==> src/rtl/uart_pkg.sv <==
// Shared UART definitions: line levels, frame size, FSM states, baud divider.
// Latency: n/a (types and constants only).
// Backpressure: n/a.
package uart_pkg;

  localparam int   UART_DATA_BITS = 8;
  localparam logic UART_START_LVL = 1'b0;
  localparam logic UART_STOP_LVL  = 1'b1;
  localparam logic UART_IDLE_LVL  = 1'b1;

  // Frame sequencing states, shared by the transmitter and the planned receiver.
  typedef enum logic [1:0] {
    IDLE  = 2'd0,
    START = 2'd1,
    DATA  = 2'd2,
    STOP  = 2'd3
  } uart_state_e;

  // Clocks per bit, rounded to the nearest integer.
  function automatic int calc_div(input int clk_hz, input int baud);
    return (clk_hz + baud / 2) / baud;
  endfunction

endpackage

==> src/rtl/uart_tx_buffered_if.sv <==
// Write-side bus of the buffered UART transmitter: byte push plus queue status.
// Latency: n/a (wiring only).
// Backpressure: producer must watch full; writes while full are dropped and flagged.
interface uart_tx_buffered_if #(
  parameter int FIFO_DEPTH = 16
);

  localparam int CW = $clog2(FIFO_DEPTH + 1);

  logic          wr_en;
  logic [7:0]    wr_data;
  logic          full;
  logic [CW-1:0] count;
  logic          busy;
  logic          overflow;

  modport master (
    output wr_en, wr_data,
    input  full, count, busy, overflow
  );

  modport slave (
    input  wr_en, wr_data,
    output full, count, busy, overflow
  );

endinterface

==> src/rtl/sync_fifo.sv <==
// Single-clock FIFO with occupancy counter; head word is visible combinationally.
// Latency: a pushed word is at the head on the cycle after the push edge when empty.
// Backpressure: push ignored while full, pop ignored while empty.
module sync_fifo #(
  parameter int WIDTH = 8,
  parameter int DEPTH = 16
) (
  input  logic                       clk,
  input  logic                       rst_n,
  input  logic                       push,
  input  logic [WIDTH-1:0]           push_data,
  input  logic                       pop,
  output logic [WIDTH-1:0]           pop_data,
  output logic                       full,
  output logic                       empty,
  output logic [$clog2(DEPTH+1)-1:0] count
);

  localparam int AW = $clog2(DEPTH);
  localparam int CW = $clog2(DEPTH + 1);

  if ((DEPTH < 2) || ((DEPTH & (DEPTH - 1)) != 0)) begin : g_depth_chk
    $error("sync_fifo: DEPTH must be a power of 2 and at least 2");
  end

  logic [WIDTH-1:0] mem [DEPTH];
  logic [AW-1:0]    wr_ptr;
  logic [AW-1:0]    rd_ptr;
  logic [CW-1:0]    cnt_q;
  logic             do_push;
  logic             do_pop;

  assign full     = (cnt_q == CW'(DEPTH));
  assign empty    = (cnt_q == '0);
  assign count    = cnt_q;
  assign pop_data = mem[rd_ptr];
  assign do_push  = push & ~full;
  assign do_pop   = pop & ~empty;

  // Storage array; contents need no reset because the counter guards reads.
  always_ff @(posedge clk) begin
    if (do_push) begin
      mem[wr_ptr] <= push_data;
    end
  end

  // Pointers wrap naturally at the power-of-2 depth; the counter tells full from empty.
  always_ff @(posedge clk or negedge rst_n) begin
    if (!rst_n) begin
      wr_ptr <= '0;
      rd_ptr <= '0;
      cnt_q  <= '0;
    end else begin
      if (do_push) begin
        wr_ptr <= wr_ptr + 1'b1;
      end
      if (do_pop) begin
        rd_ptr <= rd_ptr + 1'b1;
      end
      case ({do_push, do_pop})
        2'b10:   cnt_q <= cnt_q + 1'b1;
        2'b01:   cnt_q <= cnt_q - 1'b1;
        default: cnt_q <= cnt_q;
      endcase
    end
  end

endmodule

==> src/rtl/uart_tx_buffered.sv <==
// 8N1 UART transmitter fed from a byte FIFO, with built-in baud divider.
// Latency: byte written into an empty queue while idle starts its start bit one clock later.
// Backpressure: full flags a saturated queue; writes while full are dropped and set sticky overflow.
module uart_tx_buffered
  import uart_pkg::*;
#(
  parameter int CLK_HZ     = 100000000,
  parameter int BAUD       = 115200,
  parameter int FIFO_DEPTH = 16
) (
  input  logic                  clk,
  input  logic                  rst_n,
  uart_tx_buffered_if.slave     bus,
  output logic                  tx
);

  localparam int DIV = calc_div(CLK_HZ, BAUD);
  localparam int BW  = (DIV > 1) ? $clog2(DIV) : 1;
  localparam int CW  = $clog2(FIFO_DEPTH + 1);
  localparam int IW  = $clog2(UART_DATA_BITS);

  if (DIV < 2) begin : g_div_chk
    $error("uart_tx_buffered: CLK_HZ/BAUD gives fewer than 2 clocks per bit");
  end

  uart_state_e                 state;
  logic [BW-1:0]               baud_cnt;
  logic [IW-1:0]               bit_idx;
  logic [UART_DATA_BITS-1:0]   shift_q;
  logic                        tx_q;
  logic                        busy_q;
  logic                        ovf_q;

  logic                        baud_end;
  logic                        push;
  logic                        pop;
  logic [7:0]                  head;
  logic                        fifo_full;
  logic                        fifo_empty;
  logic [CW-1:0]               fifo_count;

  assign baud_end = (baud_cnt == BW'(DIV - 1));
  assign push     = bus.wr_en & ~fifo_full;

  // Only an idle line or the final clock of a stop bit may take the next byte.
  always_comb begin
    pop = 1'b0;
    if (!fifo_empty) begin
      pop = (state == IDLE) || ((state == STOP) && baud_end);
    end
  end

  sync_fifo #(
    .WIDTH (8),
    .DEPTH (FIFO_DEPTH)
  ) u_fifo (
    .clk       (clk),
    .rst_n     (rst_n),
    .push      (push),
    .push_data (bus.wr_data),
    .pop       (pop),
    .pop_data  (head),
    .full      (fifo_full),
    .empty     (fifo_empty),
    .count     (fifo_count)
  );

  // Frame sequencer: baud counting, shifting and the registered line level.
  always_ff @(posedge clk or negedge rst_n) begin
    if (!rst_n) begin
      state    <= IDLE;
      baud_cnt <= '0;
      bit_idx  <= '0;
      shift_q  <= '0;
      tx_q     <= UART_IDLE_LVL;
      busy_q   <= 1'b0;
    end else begin
      case (state)
        IDLE: begin
          baud_cnt <= '0;
          if (pop) begin
            shift_q <= head;
            state   <= START;
            tx_q    <= UART_START_LVL;
            busy_q  <= 1'b1;
          end
        end
        START: begin
          if (baud_end) begin
            baud_cnt <= '0;
            bit_idx  <= '0;
            state    <= DATA;
            tx_q     <= shift_q[0];
          end else begin
            baud_cnt <= baud_cnt + 1'b1;
          end
        end
        DATA: begin
          if (baud_end) begin
            baud_cnt <= '0;
            if (bit_idx == IW'(UART_DATA_BITS - 1)) begin
              state <= STOP;
              tx_q  <= UART_STOP_LVL;
            end else begin
              bit_idx <= bit_idx + 1'b1;
              shift_q <= shift_q >> 1;
              tx_q    <= shift_q[1];
            end
          end else begin
            baud_cnt <= baud_cnt + 1'b1;
          end
        end
        STOP: begin
          if (baud_end) begin
            baud_cnt <= '0;
            if (pop) begin
              // Back-to-back frames: no idle bit between stop and next start.
              shift_q <= head;
              state   <= START;
              tx_q    <= UART_START_LVL;
            end else begin
              state  <= IDLE;
              busy_q <= 1'b0;
            end
          end else begin
            baud_cnt <= baud_cnt + 1'b1;
          end
        end
        default: begin
          state  <= IDLE;
          tx_q   <= UART_IDLE_LVL;
          busy_q <= 1'b0;
        end
      endcase
    end
  end

  // Sticky overflow: any write attempt against a full queue is remembered until reset.
  always_ff @(posedge clk or negedge rst_n) begin
    if (!rst_n) begin
      ovf_q <= 1'b0;
    end else if (bus.wr_en && fifo_full) begin
      ovf_q <= 1'b1;
    end
  end

  assign bus.full     = fifo_full;
  assign bus.count    = fifo_count;
  assign bus.busy     = busy_q;
  assign bus.overflow = ovf_q;
  assign tx           = tx_q;

endmodule

==> src/flat_wrapper.sv <==
// flat-port wrapper written by rule: the top's interface ports become plain ports
module uart_tx_buffered_flat import uart_pkg::*;
#(
  parameter int CLK_HZ     = 100000000,
  parameter int BAUD       = 115200,
  parameter int FIFO_DEPTH = 16
)
  (clk, rst_n, tx, bus_wr_en, bus_wr_data, bus_full, bus_count, bus_busy, bus_overflow);
  uart_tx_buffered_if #(.FIFO_DEPTH(FIFO_DEPTH)) bus_i ();
  input  logic clk;
  input  logic rst_n;
  output logic tx;
  input wire logic [$bits(bus_i.wr_en)-1:0] bus_wr_en;
  input wire logic [$bits(bus_i.wr_data)-1:0] bus_wr_data;
  output wire logic [$bits(bus_i.full)-1:0] bus_full;
  output wire logic [$bits(bus_i.count)-1:0] bus_count;
  output wire logic [$bits(bus_i.busy)-1:0] bus_busy;
  output wire logic [$bits(bus_i.overflow)-1:0] bus_overflow;
  assign bus_i.wr_en = bus_wr_en;
  assign bus_i.wr_data = bus_wr_data;
  assign bus_full = bus_i.full;
  assign bus_count = bus_i.count;
  assign bus_busy = bus_i.busy;
  assign bus_overflow = bus_i.overflow;
  uart_tx_buffered #(.CLK_HZ(CLK_HZ), .BAUD(BAUD), .FIFO_DEPTH(FIFO_DEPTH)) u_core (.clk(clk), .rst_n(rst_n), .bus(bus_i), .tx(tx));
endmodule
==> config.mk <==
export PLATFORM = sky130hd
export DESIGN_NAME = uart_tx_buffered_flat
export DESIGN_NICKNAME = d
export VERILOG_FILES = /design/src/rtl/uart_pkg.sv /design/src/rtl/uart_tx_buffered_if.sv /design/src/rtl/sync_fifo.sv /design/src/rtl/uart_tx_buffered.sv /design/src/flat_wrapper.sv
export SDC_FILE = /design/constraint.sdc
export NUM_CORES = 1
export LEC_CHECK = 0
export BUFFER_PORTS_ARGS = -buffer_cell sky130_fd_sc_hd__buf_2
export CORE_AREA = 5 5 158 84
export DETAILED_ROUTE_END_ITERATION = 8
export DIE_AREA = 0 0 163 89
export GPL_ROUTABILITY_DRIVEN = 0
export PLACE_DENSITY_LB_ADDON = 0.15
export SLEW_MARGIN = 30
export SYNTH_ARGS = -nofsm -noshare
export SYNTH_HDL_FRONTEND = slang
export SYNTH_SLANG_ARGS = --single-unit
export TNS_END_PERCENT = 100
==> constraint.sdc <==
create_clock -name clk -period 3.9 [get_ports clk]
set_clock_uncertainty 0.05 [all_clocks]
set_input_delay 0.585 -clock clk [delete_from_list [all_inputs] [get_ports clk]]
set_output_delay 0.585 -clock clk [all_outputs]
set_load 0.02 [all_outputs]
## Word level (Yosys, flattened, before mapping)

Memory sizes are Yosys's and may differ from the RTL's.
Cells that the tools add are included.

| word-level totals | value |
|---|---|
| output and inout bits | 9 |
| bits in writable memories | 128 |
| register bits | 39 |
| memories kept | 1 |

Memories:

| memory | depth | width | rd ports | clocked after memory_dff | wr ports | RTL line | source |
|---|---|---|---|---|---|---|---|
| u_core.u_fifo.mem | 16 | 8 | 1 | 0 | 1 | sync_fifo.sv:26 | `logic [WIDTH-1:0] mem [DEPTH];` |

| cells by class | value |
|---|---|
| reduce and logical (&&, ||, !) cells | 15 |
| $add $sub $neg | 6 |
| bitwise operators | 5 |
| equal/unequal tests | 15 |
| multiplexer cells | 32 |

Operators with widths:

| operator | number |
|---|---|
| $mux 8 | 4 |
| $pmux 8 s3 | 1 |
| $pmux 10 s2 | 1 |
| $mux 1 | 12 |
| $reduce_and 4->1 | 3 |
| $add 10x1->10 const B | 1 |
| $eq 10x10->1 const B | 1 |
| $mux 10 | 1 |
| $mux 2 | 5 |
| $pmux 5 s2 | 1 |
| $mux 3 | 3 |
| $add 4x1->4 const B | 2 |
| $ne 2x1->1 const B | 4 |
| $pmux 2 s4 | 1 |
| $eq 2x2->1 const B | 3 |
| $ne 2x2->1 const B | 3 |
| $pmux 3 s2 | 1 |
| $reduce_bool 2->1 | 3 |
| $add 5x1->5 const B | 1 |
| $eq 5x5->1 const B | 1 |
| $logic_not 5->1 | 1 |
| $reduce_and 5->1 | 1 |
| $sub 5x1->5 const B | 1 |
| $eq 2x1->1 const B | 2 |
| other kinds (12) | 16 |

## Logic depth before layout (Yosys ltp)

Gate-level depths: netlist of run 1.

| depth | value |
|---|---|
| depth in word-level cells | 7 |
| depth in mapped cells | 13 |

## Cells and area by module

A second synthesis of run 1 with hierarchy kept.

| second synthesis, totals | value |
|---|---|
| cell total of the unflattened synthesis | 471 |
| area, all modules | 7228.2 µm² |

Modules (own cells, without submodules):

| module | instances | cells each | sequential area each (µm²) | area each (µm²) |
|---|---|---|---|---|
| sync_fifo | 1 | 332 | 4169.0 | 5779.3 |
| uart_tx_buffered | 1 | 139 | 651.9 | 1448.9 |

## Worst setup path before layout of run 1

OpenSTA, ideal clock, no wires.

| timing | value |
|---|---|
| path type | reg2reg |
| start point | register u_core.u_fifo.cnt_q[1], in the netlist u_core.u_fifo.count[1] |
| end point | register u_core.u_fifo.cnt_q[4], in the netlist u_core.u_fifo.count[4] |
| clock period less this slack | 2838 ps |
| arrival | 2708 ps |
| setup time | 80 ps |
| path slack | 1062 ps |
| cell stages (with the launch flop) | 14 |
| data required time | 3770 ps |
| path through | dfrtp_1 nor4_1 nand2_1 and2_1 clkbuf_1 inv_1 ha_1 inv_1 fa_1 nor2b_1 o21ai_0 and3_1 nor3_1 xor2_1 |

| on the way | value |
|---|---|
| word-level cells in the longest chain between the ends | 6 |

Ends and longest elaborated chain:

| element | RTL line | source |
|---|---|---|
| from (decl) | sync_fifo.sv:29 | `logic [CW-1:0] cnt_q;` |
| from (signal assigned) | sync_fifo.sv:61 | `2'b10: cnt_q <= cnt_q + 1'b1;` |
| from (signal assigned) | sync_fifo.sv:62 | `2'b01: cnt_q <= cnt_q - 1'b1;` |
| from (signal assigned) | sync_fifo.sv:63 | `default: cnt_q <= cnt_q;` |
| $eq 5x5->1 | sync_fifo.sv:33 | `assign full = (cnt_q == CW'(DEPTH));` |
| $not 1->1 | sync_fifo.sv:37, uart_tx_buffered.sv:43 |  |
| $and 1x1->1 | uart_tx_buffered.sv:43 | `assign push = bus.wr_en & ~fifo_full;` |
| $and 1x1->1 | sync_fifo.sv:37 | `assign do_push = push & ~full;` |
| $eq 2x1->1 or $eq 2x2->1 (tied branches) | sync_fifo.sv:60 | `case ({do_push, do_pop})` |
| $pmux 5 s2 or $reduce_bool 2->1 (tied branches) | - |  |

Several ways; a longest one is shown, not always the timed one.
A chain may end at the register's enable or synchronous reset.

## Worst setup path in the final report of run 1

| timing | value |
|---|---|
| start point | register u_core.baud_cnt[0] |
| end point | register u_core.u_fifo.cnt_q[4], in the netlist u_core.u_fifo.count[4] |

| on the way | value |
|---|---|
| word-level cells in the longest chain between the ends | 7 |

Ends and longest elaborated chain:

| element | RTL line | source |
|---|---|---|
| from (decl) | uart_tx_buffered.sv:27 | `logic [BW-1:0] baud_cnt;` |
| from (signal assigned) | uart_tx_buffered.sv:95 | `baud_cnt <= baud_cnt + 1'b1;` |
| from (signal assigned) | uart_tx_buffered.sv:110 | `baud_cnt <= baud_cnt + 1'b1;` |
| from (signal assigned) | uart_tx_buffered.sv:126 | `baud_cnt <= baud_cnt + 1'b1;` |
| $eq 10x10->1 (*) | uart_tx_buffered.sv:42 | `assign baud_end = (baud_cnt == BW'(DIV - 1));` |
| $logic_and 1x1->1 (*) | uart_tx_buffered.sv:49 | `pop = (state == IDLE) \|\| ((state == STOP) && baud_end);` |
| $logic_or 1x1->1 (*) | uart_tx_buffered.sv:49 |  |
| $mux 1 (*) | uart_tx_buffered.sv:48 | `if (!fifo_empty) begin` |
| $and 1x1->1 (*) | sync_fifo.sv:38 | `assign do_pop = pop & ~empty;` |
| via u_core.u_fifo.do_pop | sync_fifo.sv:31 | `logic do_pop;` |
| $eq 2x1->1 or $eq 2x2->1 (tied branches) | sync_fifo.sv:60 |  |
| $pmux 5 s2 or $reduce_bool 2->1 (tied branches) | - |  |

Mark *: on every way through the listed nets, which the timed path passes. The rest lies on a longest branch.

==> impl_metrics.tcl, run 1 <==
set metrics [dict create \
    syn2layout_area_growth_pct 12.4 \
    outcome "finished clean" \
    required_ps 4200 \
    fin_crit_ps 3100 \
    core_um2 11600 \
    ys_seq_area_share_pct 67.7 \
    h-tree-depth 4 \
    cp-end-kind "flop" \
    drt_iter0_drc 421 \
    clk-insertion-delay-late_ps 420 \
    r2r_cells 12 \
    syn-cell-area_um2 7120 \
    syn_avg_cell_area_um2 14.7 \
    slew_headroom_pct 30.4 \
    fmax_mhz 322 \
    synth_compound_area_share_pct 6.52 \
    cts_tree "yes" \
    cp_cell_sequence "ha_1, and4bb_2, a41oi_1, nor2_1, ha_1, inv_1, fa_1, nor2b_1, o21ai_0, and3_1, nor3_1, xor2_1" \
    synth_common_cells "edfxtp_1, mux2i_1, dfrtp_1" \
    tightest_slew_ps 1040 \
    tns_ps 0 \
    fillerInstances 792 \
    antenna_found_initial 0 \
    hold_buffers 0 \
    ys_ff_latch 167 \
    cts.sinks 167 \
    rows 28 \
    die_w_um 163 \
    r2r-start "u_core.baud_cnt[0]" \
    fp.dieH_um 89 \
    finalPower_uw 6080 \
    hold_ws_ps 87.7 \
    grt_setup_unrepaired "no" \
    slowest_stage "fa_1" \
    syn-instance-count 484 \
    synth.area.mux_share_pct 10.6 \
    worstReg2RegEnd "u_core.u_fifo.count[4]" \
    worst_slack_ps 798 \
    clockRootBuffer "clkbuf_16" \
    post-place-ws_ps 788 \
    grt_usage_pct 21.3 \
    synth_edf_count 128 \
    synth_fp_nets 513 \
    grt_pass1_wl_um 22500 \
    synth-simple-area-share_pct 7.53 \
    drtPass1Iterations 5 \
    hold_viol 0 \
    synth_top_area_share_pct 54.0 \
    cts_made_buffers 17 \
    fp.dieArea_um2 14500 \
    crit_top_cell "ha_1" \
    crit_family "simple AND/OR/NAND/NOR gates" \
    drcViolationCount 0 \
    pin_count 20 \
    synth_ff_type "edfxtp_1" \
    cp-start-kind "flop" \
    hp-class "in2async" \
    wire_per_inst_um 21.0 \
    n_antenna_cell 0 \
    setup_violations 0 \
    slowest_delay_ps 410 \
    path_clk_slew_ps 60 \
    synthAdderAreaFrac_pct 3.27 \
    crit_end "u_core.u_fifo.count[4]" \
    yosys_warnings 0 \
    synth_cell_types 48 \
    maxSlewViolCount 0 \
    async_flop_share_pct 23.4 \
    drtAntennaViolNets 0 \
    vias_per_cell 5.96 \
    crit_cells 12 \
    clock_path_buffers 2 \
    yosysMostFrequentCell "edfxtp_1" \
    drive_above_1_share_pct 16.6 \
    worstPathArrival_ps 3400 \
    maxCapViolations 0 \
    path_max_fanout 5 \
    post-route-period-util_pct 79.5 \
    cts_setup_buffers 0 \
    r2r_slack_ps 800 \
    fin_nets 539 \
    p_per_area_nw_per_um2 759 \
    critical_path_class "reg2reg" \
    crit_buf_inv 1 \
    grt_pass1_vias 3954 \
    cts.repair.resized 0 \
    leakage_uw 0.00305 \
    num_vias 4098 \
    hpwl_um 8850 \
    synth_area_leader_cell "edfxtp_1" \
    drt-total-wl_um 14500 \
    overflow 0 \
    worstSetupStartpoint "u_core.baud_cnt[0]" \
    synth_top_family_by_area "multiplexers" \
    io_buffers 19 \
    grt_start_max_net_pins 40 \
    peakVddDrop_uv 329 \
    synth_xor_area_share_pct 2.21 \
    yosys-top-cells-area "edfxtp_1, dfrtp_1, mux2i_1, ha_1, a22oi_1" \
    start_util_pct 61.3 \
]
[report_power, final]
group	leakage, uW	total [uW]	switching, uW	internal, uW
clock network	0.000286	1660	753	909
logic	0.00113	1870	1080	789
registers	0.00164	2540	323	2220
[cells in the final DEF (no fill, tap or decap), types with 3 or more instances in the layout]
cell,count
edfxtp_1,128
mux2i_1,60
dfrtp_1,37
nand2_1,29
a22oi_1,26
nor2_1,25
buf_2,18
ha_1,17
clkbuf_16,17
nand3_1,15
inv_1,13
buf_4,12
mux2_2,10
xor2_1,9
xnor2_1,9
nor3_1,8
o21ai_0,8
a32oi_1,7
nand2b_1,6
a21oi_1,6
inv_8,6
nor2_2,5
nor2b_1,5
and2_1,3
nand4_1,3
inv_6,3
[per-layer routing]
layer	part of all wire (%)	GRT usage, %	wire length (um)
met3	5.6	4.79	816
met5	0	0	0
met2	45	33.2	6580
met1	48	30.7	6890
met4	1.4	6.16	203
[sequential cells by signal (all words and copies together), names as in the netlist]
| name | cells |
|---|---|
| u_core.state | 2 |
| u_core.shift_q | 8 |
| u_core.bus.busy | 1 |
| u_core.baud_cnt | 10 |
| u_core.u_fifo.count | 5 |
| u_core.u_fifo.mem | 128 |
| u_core.tx | 1 |
| u_core.bit_idx | 3 |
| u_core.u_fifo.rd_ptr | 4 |
| u_core.bus.overflow | 1 |
| u_core.u_fifo.wr_ptr | 4 |
[worst register-to-register path, cell delays in order, from the launching register on]
cell      delay (ps)
dfrtp_1          390
ha_1             210
and4bb_2         290
a41oi_1          160
nor2_1           370
ha_1             310
inv_1            100
fa_1             410
nor2b_1          130
o21ai_0          100
and3_1           190
nor3_1           170
xor2_1           160
[area by class of cell]
cell class | count | area [um^2] | share of cell area (%)
Clock buffer | 17 | 425 | 5.31
Clock inverter | 15 | 158 | 1.97
Inverter | 13 | 48.8 | 0.610
Multi-Input combinational cell | 281 | 2160 | 27.0
Sequential cell | 167 | 4820 | 60.3
Tap cell | 165 | 206 | 2.58
Timing Repair Buffer | 30 | 180 | 2.25
[metrics by stage]
step	utilization, %	std cells	cell area, um^2
after floorplan	-	484	7120
after global placement	63.7	656	7400
after detailed placement	63.7	656	7410
after CTS	68.7	688	7990
after global routing	68.8	688	8010
final	68.8	688	8010
[kinds of logic (layout without fill, tap and decap cells)]
family | after synthesis | count (layout)
compound gates | 63 | 63
xor+xnor | 18 | 18
fa+ha+maj | 18 | 18
buf+inv | 36 | 75
flops | 167 | 167
mux | 72 | 72
simple gates | 110 | 110
[how the worst min path moves through the flow]
stage,end,cells after the start,slack [ps],start
global route,u_core.bus.overflow,1,120,rst_n
detailed placement,u_core.bus.overflow,1,390,u_core.bus.overflow
global placement,u_core.bus.overflow,1,390,u_core.bus.overflow
floorplan,u_core.baud_cnt[0],0,240,rst_n
finish,u_core.baud_cnt[2],1,90,rst_n
CTS,u_core.baud_cnt[2],1,260,rst_n
(Power assumes the default switching activity.)
==> run 2: changes to the inputs <==
Settings changed: ABC_AREA set to 1, CORE_AREA 5 5 158 84 to 5 5 160 85, DIE_AREA 0 0 163 89 to 0 0 165 90.
Clock period 3.9 ns to 3.03 ns, I/O delays scaled along.
==> run 2 against run 1 <==
The run now ends with negative hold slack left. Worst setup slack worse by 590 ps. Sequential cell count is the same. First-iteration DRC count increased by 60%. Non-clock buffer count rose by 4. Synthesized cell count rose by 42%. Synthesized area increased by 3.0%. Critical endpoint unchanged.
==> impl_metrics.tcl, run 2 <==
set metrics [dict create \
    outcome "finished with violations" \
    violations "negative hold slack" \
    clk-insertion-delay-late_ps 410 \
    antenna_found_initial 0 \
    cts_made_buffers 17 \
    drt-total-wl_um 16900 \
    synth_edf_count 128 \
    fin_crit_ps 2830 \
    yosys_warnings 0 \
    yosys-top-cells-area "edfxtp_1, dfrtp_1, nor2_1, nand2_1, nand3_1" \
    largest_register_ffs 128 \
    hold_buffers 0 \
    grt_usage_pct 23.6 \
    rows 29 \
    maxCapViolations 0 \
    grt_pass1_wl_um 26400 \
    tightest_slew_ps 846 \
    cts.sinks 167 \
    syn-instance-count 689 \
    hold_ws_ps -36.0 \
    tns_ps 0 \
    regMostFlops "u_core.u_fifo.mem" \
    synth_top_area_share_pct 52.4 \
    io_buffers 19 \
    grt_setup_unrepaired "no" \
    fmax_mhz 354 \
    cp-end-kind "flop" \
    n_antenna_cell 0 \
    hpwl_um 10900 \
    clock_path_buffers 2 \
    drcViolationCount 0 \
    overflow 0 \
    post-place-ws_ps 54.9 \
    synth_fp_nets 718 \
    synth_common_cells "nor2_1, edfxtp_1, nand2_1" \
    ys_ff_latch 167 \
    pin_count 20 \
    layout_common_cells "nor2_1, edfxtp_1, nand2_1, nand3_1, o21ai_0" \
    syn_avg_cell_area_um2 10.6 \
    drt_iter0_drc 673 \
    cp-start-kind "flop" \
    drive_above_1_share_pct 11.3 \
    hold_viol 38 \
    finalPower_uw 5390 \
    cts_tree "yes" \
    slew_headroom_pct 43.4 \
    leakage_uw 0.00327 \
    required_ps 3280 \
    async_flop_share_pct 23.4 \
    h-tree-depth 4 \
    clockRootBuffer "clkbuf_16" \
    p_per_area_nw_per_um2 658 \
    vias_per_cell 5.68 \
    syn-cell-area_um2 7340 \
    wire_per_inst_um 18.8 \
    num_vias 5086 \
    drtAntennaViolNets 0 \
    path_clk_slew_ps 70 \
    post-route-period-util_pct 93.3 \
    drtPass1Iterations 6 \
    fillerInstances 957 \
    ys_seq_area_share_pct 65.7 \
    critical_path_class "reg2reg" \
    grt_start_max_net_pins 76 \
    fp.dieArea_um2 14900 \
    hp-class "in2async" \
    synth_ff_type "edfxtp_1" \
    peakVddDrop_uv 440 \
    worstPathArrival_ps 3070 \
    die_w_um 165 \
    syn2layout_area_growth_pct 11.6 \
    grt_pass1_vias 4769 \
    final_util_pct 67.1 \
    fp.dieH_um 90 \
    synth_area_leader_cell "edfxtp_1" \
    core_um2 12200 \
    fin_nets 744 \
    maxSlewViolCount 0 \
    synth_cell_types 34 \
    path_max_fanout 8 \
    setup_violations 0 \
    yosysMostFrequentCell "nor2_1" \
    start_util_pct 60.2 \
    reg_top3 "u_core.u_fifo.mem (128), u_core.baud_cnt (10), u_core.shift_q (8)" \
    layout_commonest_cell "nor2_1" \
    worst_slack_ps 204 \
]
[run 2: layout make-up]
class                           instances  area, um^2  area share, %
Timing Repair Buffer                   34         210           2.57
Multi-Input combinational cell        439        2210           27.0
Tap cell                              170         213           2.60
Inverter                               56         214           2.61
Clock inverter                         10        85.1           1.04
Clock buffer                           19         433           5.29
Sequential cell                       167        4820           58.9
[run 2: cells by family (layout without fill, tap and decap cells)]
group	count (synthesis)	after routing	synth area share, %
buffers and inverters	83	119	4.59
flip-flops	167	167	65.7
XOR/XNOR	11	11	1.31
AO/OA/AOI/OAI	90	90	6.55
adder cells (fa/ha/maj)	18	18	3.17
AND/OR/NAND/NOR	320	320	18.7
[run 2: worst paths after layout]
path,startpoint,to,slack [ps],depth (start not counted)
worst min register to register,u_core.bus.overflow,u_core.bus.overflow,410,1
max in group asynchronous,rst_n,u_core.u_fifo.rd_ptr[0],2580,1
worst max register to register,u_core.baud_cnt[0],u_core.u_fifo.count[4],200,17
min in group clk,bus_wr_en,u_core.bus.overflow,230,2
worst max-delay path,u_core.baud_cnt[0],u_core.u_fifo.count[4],200,17
worst min-delay path,rst_n,u_core.shift_q[4],-40,1
[run 2: routing by layer]
metal  GRT usage (%)  part of all wire (%)  vias to the layer above
met5               0                     0                        -
met2            32.2                    43                      241
met3            5.53                    10                       21
li1                -                     -                     2379
met1            37.9                    46                     2445
met4            5.67                  0.99                        0
[run 2: stage by stage]
| step | hold slack, ps | cells | area [um^2] |
|---|---|---|---|
| 5_1_grt | 2.55 | 895 | 8190 |
| 6_report | -36.0 | 895 | 8190 |
| 2_1_floorplan | 109 | 689 | 7340 |
| 4_1_cts | 152 | 893 | 8140 |
| 3_3_place_gp | 383 | 864 | 7620 |
| 3_5_place_dp | 403 | 864 | 7620 |
[run 2: where the power goes]
part,internal (uW),switching (uW),leakage [uW]
clock network,1110,829,0.000248
logic,176,461,0.00140
registers,2710,101,0.00163
[run 2: worst max-delay path, stage by stage (launching register included)]
cell and delay, ps:
dfrtp_1 420, ha_2 230, nand2_1 90, nor2_4 110
nand3_4 130, nand2_8 120, nand2_4 90, clkinvlp_4 150
ha_4 170, inv_1 70, fa_1 350, inv_1 100
nand2_1 70, a21oi_2 160, nor2_1 60, nand2_1 60
nand3_1 120, xor2_1 170
[run 2: repair_timing]
action,in CTS,in global routing
endpoints found under the hold margin,0,0
buffers inserted,0,2
setup endpoints to repair,0,1
resized for setup,0,8
